**src/rtl/rr_mux_pkg.sv**
```systemverilog
// rr_mux_pkg -- shared types and constants for the round-robin mux arbiter.
//   DEFAULT_WIDTH : default data width of requesters and output
//   state_e       : output-register occupancy FSM (ST_EMPTY / ST_FULL)
//   src_e         : source tag of the held output word (SRC_A = 0, SRC_B = 1)
package rr_mux_pkg;

    localparam int DEFAULT_WIDTH = 8;

    typedef enum logic {
        ST_EMPTY = 1'b0,
        ST_FULL  = 1'b1
    } state_e;

    typedef enum logic {
        SRC_A = 1'b0,
        SRC_B = 1'b1
    } src_e;

endpackage

```
**src/rtl/rr_arb2.sv**
```systemverilog
// rr_arb2 -- two-way round-robin grant logic with optional ownership lock.
//   clk, reset : clock, asynchronous active-high reset
//   req[1:0]   : request vector, bit 0 = A, bit 1 = B
//   advance    : a transfer happened this cycle for the granted requester
//   lock       : (ARB_LOCK_EN only) lock flag of the transferring requester
//   grant[1:0] : one-hot (or zero) grant, combinational from req and state
// Build option: define ARB_LOCK_EN to add the lock input and ownership state.
module rr_arb2
    import rr_mux_pkg::*;
(
    input  logic       clk,
    input  logic       reset,
    input  logic [1:0] req,
    input  logic       advance,
`ifdef ARB_LOCK_EN
    input  logic       lock,
`endif
    output logic [1:0] grant
);

    // 1 means B wins the next contention; cleared on reset so A goes first.
    logic       prio_b_q, prio_b_d;
    logic [1:0] eff_req;

`ifdef ARB_LOCK_EN
    logic locked_q, locked_d;
    src_e owner_q,  owner_d;

    // While locked, the non-owner request is masked; an idle owner simply
    // produces no grant rather than handing the bus over.
    always_comb begin
        eff_req = req;
        if (locked_q) begin
            if (owner_q == SRC_A) eff_req = {1'b0, req[0]};
            else                  eff_req = {req[1], 1'b0};
        end
    end

    // Lock state follows the lock flag of each completed transfer.
    always_comb begin
        locked_d = locked_q;
        owner_d  = owner_q;
        if (advance) begin
            locked_d = lock;
            owner_d  = grant[1] ? SRC_B : SRC_A;
        end
    end

    always_ff @(posedge clk or posedge reset) begin
        if (reset) begin
            locked_q <= 1'b0;
            owner_q  <= SRC_A;
        end else begin
            locked_q <= locked_d;
            owner_q  <= owner_d;
        end
    end
`else
    always_comb eff_req = req;
`endif

    always_comb begin
        grant = 2'b00;
        case (eff_req)
            2'b01:   grant = 2'b01;
            2'b10:   grant = 2'b10;
            2'b11:   grant = prio_b_q ? 2'b10 : 2'b01;
            default: grant = 2'b00;
        endcase
    end

    // Pointer moves only on a real transfer: after serving A, favour B.
    always_comb prio_b_d = advance ? grant[0] : prio_b_q;

    always_ff @(posedge clk or posedge reset) begin
        if (reset) prio_b_q <= 1'b0;
        else       prio_b_q <= prio_b_d;
    end

endmodule

```
**src/rtl/rr_mux_arbiter.sv**
```systemverilog
// rr_mux_arbiter -- two requesters round-robin arbitrated into one
// registered output word.
//   clk, reset            : clock, asynchronous active-high reset
//   a_valid_i/a_data_i/a_ready_o : requester A handshake
//   b_valid_i/b_data_i/b_ready_o : requester B handshake
//   y_valid_o/y_data_o/y_ready_i : output handshake
//   y_src_o               : source of held word (0 = A, 1 = B)
//   a_lock_i, b_lock_i    : (ARB_LOCK_EN only) per-requester lock flags
//   dbg_state_o           : current occupancy FSM state
// Handshake: a word moves on any port at a rising clk edge where valid and
// ready are both high. Input readies are combinational from grant and
// can_load (output empty or being drained this cycle); valid may drop at
// any time without having been accepted.
// Build option: define ARB_LOCK_EN to enable ownership locking.
module rr_mux_arbiter
    import rr_mux_pkg::*;
#(
    parameter int WIDTH = DEFAULT_WIDTH
) (
    input  logic             clk,
    input  logic             reset,
    input  logic             a_valid_i,
    input  logic [WIDTH-1:0] a_data_i,
    output logic             a_ready_o,
    input  logic             b_valid_i,
    input  logic [WIDTH-1:0] b_data_i,
    output logic             b_ready_o,
    output logic             y_valid_o,
    output logic [WIDTH-1:0] y_data_o,
    input  logic             y_ready_i,
    output logic             y_src_o,
`ifdef ARB_LOCK_EN
    input  logic             a_lock_i,
    input  logic             b_lock_i,
`endif
    output state_e           dbg_state_o
);

    state_e           state_q, state_d;
    logic [WIDTH-1:0] y_data_q, y_data_d;
    src_e             y_src_q,  y_src_d;
    logic [1:0]       grant;
    logic             can_load;
    logic             in_xfer;

    assign can_load = (state_q == ST_EMPTY) || y_ready_i;

    // Readies are forced low during reset, since the grant path is purely
    // combinational and would otherwise offer a slot while reset is high.
    assign a_ready_o = grant[0] & can_load & ~reset;
    assign b_ready_o = grant[1] & can_load & ~reset;
    assign in_xfer   = (a_ready_o & a_valid_i) | (b_ready_o & b_valid_i);

    rr_arb2 u_arb (
        .clk     (clk),
        .reset   (reset),
        .req     ({b_valid_i, a_valid_i}),
        .advance (in_xfer),
`ifdef ARB_LOCK_EN
        .lock    (grant[1] ? b_lock_i : a_lock_i),
`endif
        .grant   (grant)
    );

    // State register
    always_ff @(posedge clk or posedge reset) begin
        if (reset) begin
            state_q  <= ST_EMPTY;
            y_data_q <= '0;
            y_src_q  <= SRC_A;
        end else begin
            state_q  <= state_d;
            y_data_q <= y_data_d;
            y_src_q  <= y_src_d;
        end
    end

    // Next-state logic; a drain and a fresh load in one cycle stays FULL.
    always_comb begin
        state_d  = state_q;
        y_data_d = y_data_q;
        y_src_d  = y_src_q;
        case (state_q)
            ST_EMPTY: if (in_xfer) state_d = ST_FULL;
            ST_FULL: begin
                if (in_xfer)        state_d = ST_FULL;
                else if (y_ready_i) state_d = ST_EMPTY;
            end
            default: state_d = ST_EMPTY;
        endcase
        if (in_xfer) begin
            y_data_d = grant[1] ? b_data_i : a_data_i;
            y_src_d  = grant[1] ? SRC_B : SRC_A;
        end
    end

    // Output logic
    always_comb begin
        y_valid_o   = (state_q == ST_FULL);
        y_data_o    = y_data_q;
        y_src_o     = y_src_q;
        dbg_state_o = state_q;
    end

endmodule

```
**config.mk**
```make
export PLATFORM = sky130hd
export DESIGN_NAME = rr_mux_arbiter
export DESIGN_NICKNAME = d
export VERILOG_FILES = /design/src/rtl/rr_mux_pkg.sv /design/src/rtl/rr_arb2.sv /design/src/rtl/rr_mux_arbiter.sv
export SDC_FILE = /design/constraint.sdc
export NUM_CORES = 1
export LEC_CHECK = 0
export ABC_AREA = 1
export CAP_MARGIN = 25
export CORE_AREA = 2 2 39 41
export CTS_BUF_LIST = sky130_fd_sc_hd__clkbuf_8
export DETAILED_ROUTE_END_ITERATION = 8
export DIE_AREA = 0 0 41 43
export DONT_BUFFER_PORTS = 1
export PLACE_DENSITY = 0.67
export REMOVE_ABC_BUFFERS = 1
export SYNTH_ARGS = -nofsm -noshare
export SYNTH_HDL_FRONTEND = slang
export SYNTH_SLANG_ARGS = --single-unit
```
**constraint.sdc**
```tcl
create_clock -name clk -period 3.6 [get_ports clk]
set_clock_uncertainty 0.05 [all_clocks]
set_input_delay 0 -clock clk [delete_from_list [all_inputs] [get_ports clk]]
set_output_delay 0 -clock clk [all_outputs]
set_load 0.02 [all_outputs]
```
==> impl_metrics.yaml <==
finish:
  instances_no_fill: 119
  antenna_cells: 0
  fin_util: 0.658
  area_delta_synth_final_pct: 30.9
  register_area_um2: 275
  nFillCells: 107
  final_common_cell: "nand2_1"
  multiInputGateArea_um2: 365
  drive_gt1_frac: 0.184
  final_cell_mix: "nand2_1 (37), dlygate4sd3_1 (18), nand3_1 (11), dfrtp_1 (11), nand3_2 (6)"
  final_nets: 125
logic_synthesis:
  synth.distinct_cells: 16
  synth_seq_area_share: 0.396
  synth_seq_cells: 11
  synthCells: 84
  avgSynthCellArea_um2: 8.28
  syn_area_um2: 696
  yosysWarnings: 0
clock_tree:
  clock_latency_ps: 240
  holdBufCountCts: 18
  postCtsResizedCells: 0
  clk_path_buf_depth: 2
  clkTransAtPathRegs_ps: 50
  tritoncts.num_buffers: 3
  post-cts-setup-buffers: 0
  root_buffer: "clkbuf_8"
  cts_tree: "built"
  cts-htree-levels: 1
  clock-sinks: 11
sta:
  relSlewSlack: 0.673
  tns_ps: 0
  maxSlewViolCount: 0
  min_period_over_period: 0.455
  rsz0062_at_grt: "no"
  min_period_ps: 1640
  setup_ws_ps: 1960
  worstMarginPinSlew_ps: 491
  finalSetupViolations: 0
  fmax_mhz: 610
  hold_violations: 0
worst_setup_path:
  rr_endpoint: "y_data_o[2]"
  required_ps: 3650
  reg2reg_depth: 8
  reg2reg_from: "u_arb.prio_b_q"
  cp-startpoint: "reset"
  crit_path_end: "u_arb.prio_b_q"
  arrival_ps: 1690
  ff2ff_setup_slack_ps: 1980
  critical_path_class: "in2reg"
  end_kind: "flop"
  path_max_fanout: 12
  start_kind: "input port"
worst_hold_path:
  hp-class: "in2reg"
floorplanning:
  die_w_um: 41
  core_mm2: 0.00138
  start_util: 0.503
  die_area_mm2: 0.00176
  die_y_um: 43
  pin_count: 34
  rows: 14
detailed_routing:
  viasPerCell: 5.33
  drt-total-wl_um: 1600
  drcViolationCount: 0
  dr.pass1.iters: 4
  vias: 634
  first_iter_violations: 17
  final_antenna_net_count: 0
  wl_per_cell_um: 13.4
power_and_ir_drop:
  p_per_area_mw_per_mm2: 533
  p_leak_nw: 0.475
  vdd_drop_max_v: 0.000238
placement:
  dp_cells: 97
  dp_slack_ps: 2050
  dp_hpwl_um: 1000
  gp_congestion: 0.787
  portBuffers: 0
global_route:
  grt_util_met1: 0.296
  grt_pass1_vias: 608
  grt_overflow: 0
  grt_use_met3: 0.0628
  antenna_found_initial: 0
  grt_pass1_wl_um: 2610
  met2_usage: 0.313
  grt_busiest_layer: "met2"
  globalRouteTotalUtil: 0.216
  grt_max_degree: 13
job:
  drv_cap: 0
outcome:
  outcome: "finished clean"
## how the worst min path moves through the flow
stage	slack, ps	depth (start not counted)	start	to
2_1_floorplan	-190	1	reset	dbg_state_o
3_3_place_gp	-130	1	reset	dbg_state_o
3_5_place_dp	-120	1	reset	dbg_state_o
4_1_cts	20	4	a_valid_i	y_data_o[0]
5_1_grt	40	4	a_valid_i	y_data_o[5]
6_report	30	4	a_valid_i	y_data_o[0]
## logic make-up (layout without fill, tap and decap cells)
group | Yosys count | after routing | share of synthesized area
compound gates | 3 | 3 | 0.0539
simple gates | 61 | 61 | 0.471
buf+inv | 9 | 28 | 0.0791
flops | 11 | 11 | 0.396
## synthesized netlist by cell type
cell	number	area share
a21oi_4	2	0.047
buf_4	1	0.011
buf_6	2	0.032
dfrtp_1	11	0.40
inv_1	4	0.022
inv_2	1	0.0054
inv_4	1	0.0090
nand2_1	37	0.20
nand2_2	2	0.018
nand2_4	1	0.016
nand2_8	2	0.058
nand3_1	11	0.079
nand3_2	6	0.086
nor2_1	1	0.0054
nor2_2	1	0.0090
o21ai_0	1	0.0072
## registers in the layout, indices dropped and copies added, names as in the netlist
register / count
u_arb.prio_b_q: 1
y_src_o: 1
dbg_state_o: 1
y_data_o: 8
## metrics by stage
step | total power, mW | hold WS (ps) | cell area (µm²)
after floorplan | 0.319 | -189 | 666
after global placement | 0.336 | -133 | 686
after detailed placement | 0.339 | -119 | 686
after CTS | 0.486 | 24.3 | 911
after global routing | 0.517 | 41.2 | 911
final | 0.486 | 29.2 | 911
## cell type report
class,instances,area share
tap,16,0.0220
timing repair buffer,18,0.198
clock inverter,1,0.00412
clock buffer,3,0.0453
inverter,6,0.0275
sequential,11,0.302
multi-input combinational,64,0.401
## critical path, stage by stage
cell and delay, ps:
dlygate4sd3_1 590, inv_1 370, nand2_1 200, nor2_1 390
o21ai_0 140
## routing by layer
layer  up-vias  wire (µm)
li1        302          -
met1       292        644
met2        38        810
met3         2        126
met4         0         15
met5         -          0
## power breakdown
group	total (mW)	leakage (nW)	switching [mW]	internal (mW)
Clock	0.123	0.0269	0.0477	0.0750
Sequential	0.231	0.133	0.0721	0.159
Combinational	0.132	0.315	0.0707	0.0613
(Power assumes the default switching activity.)
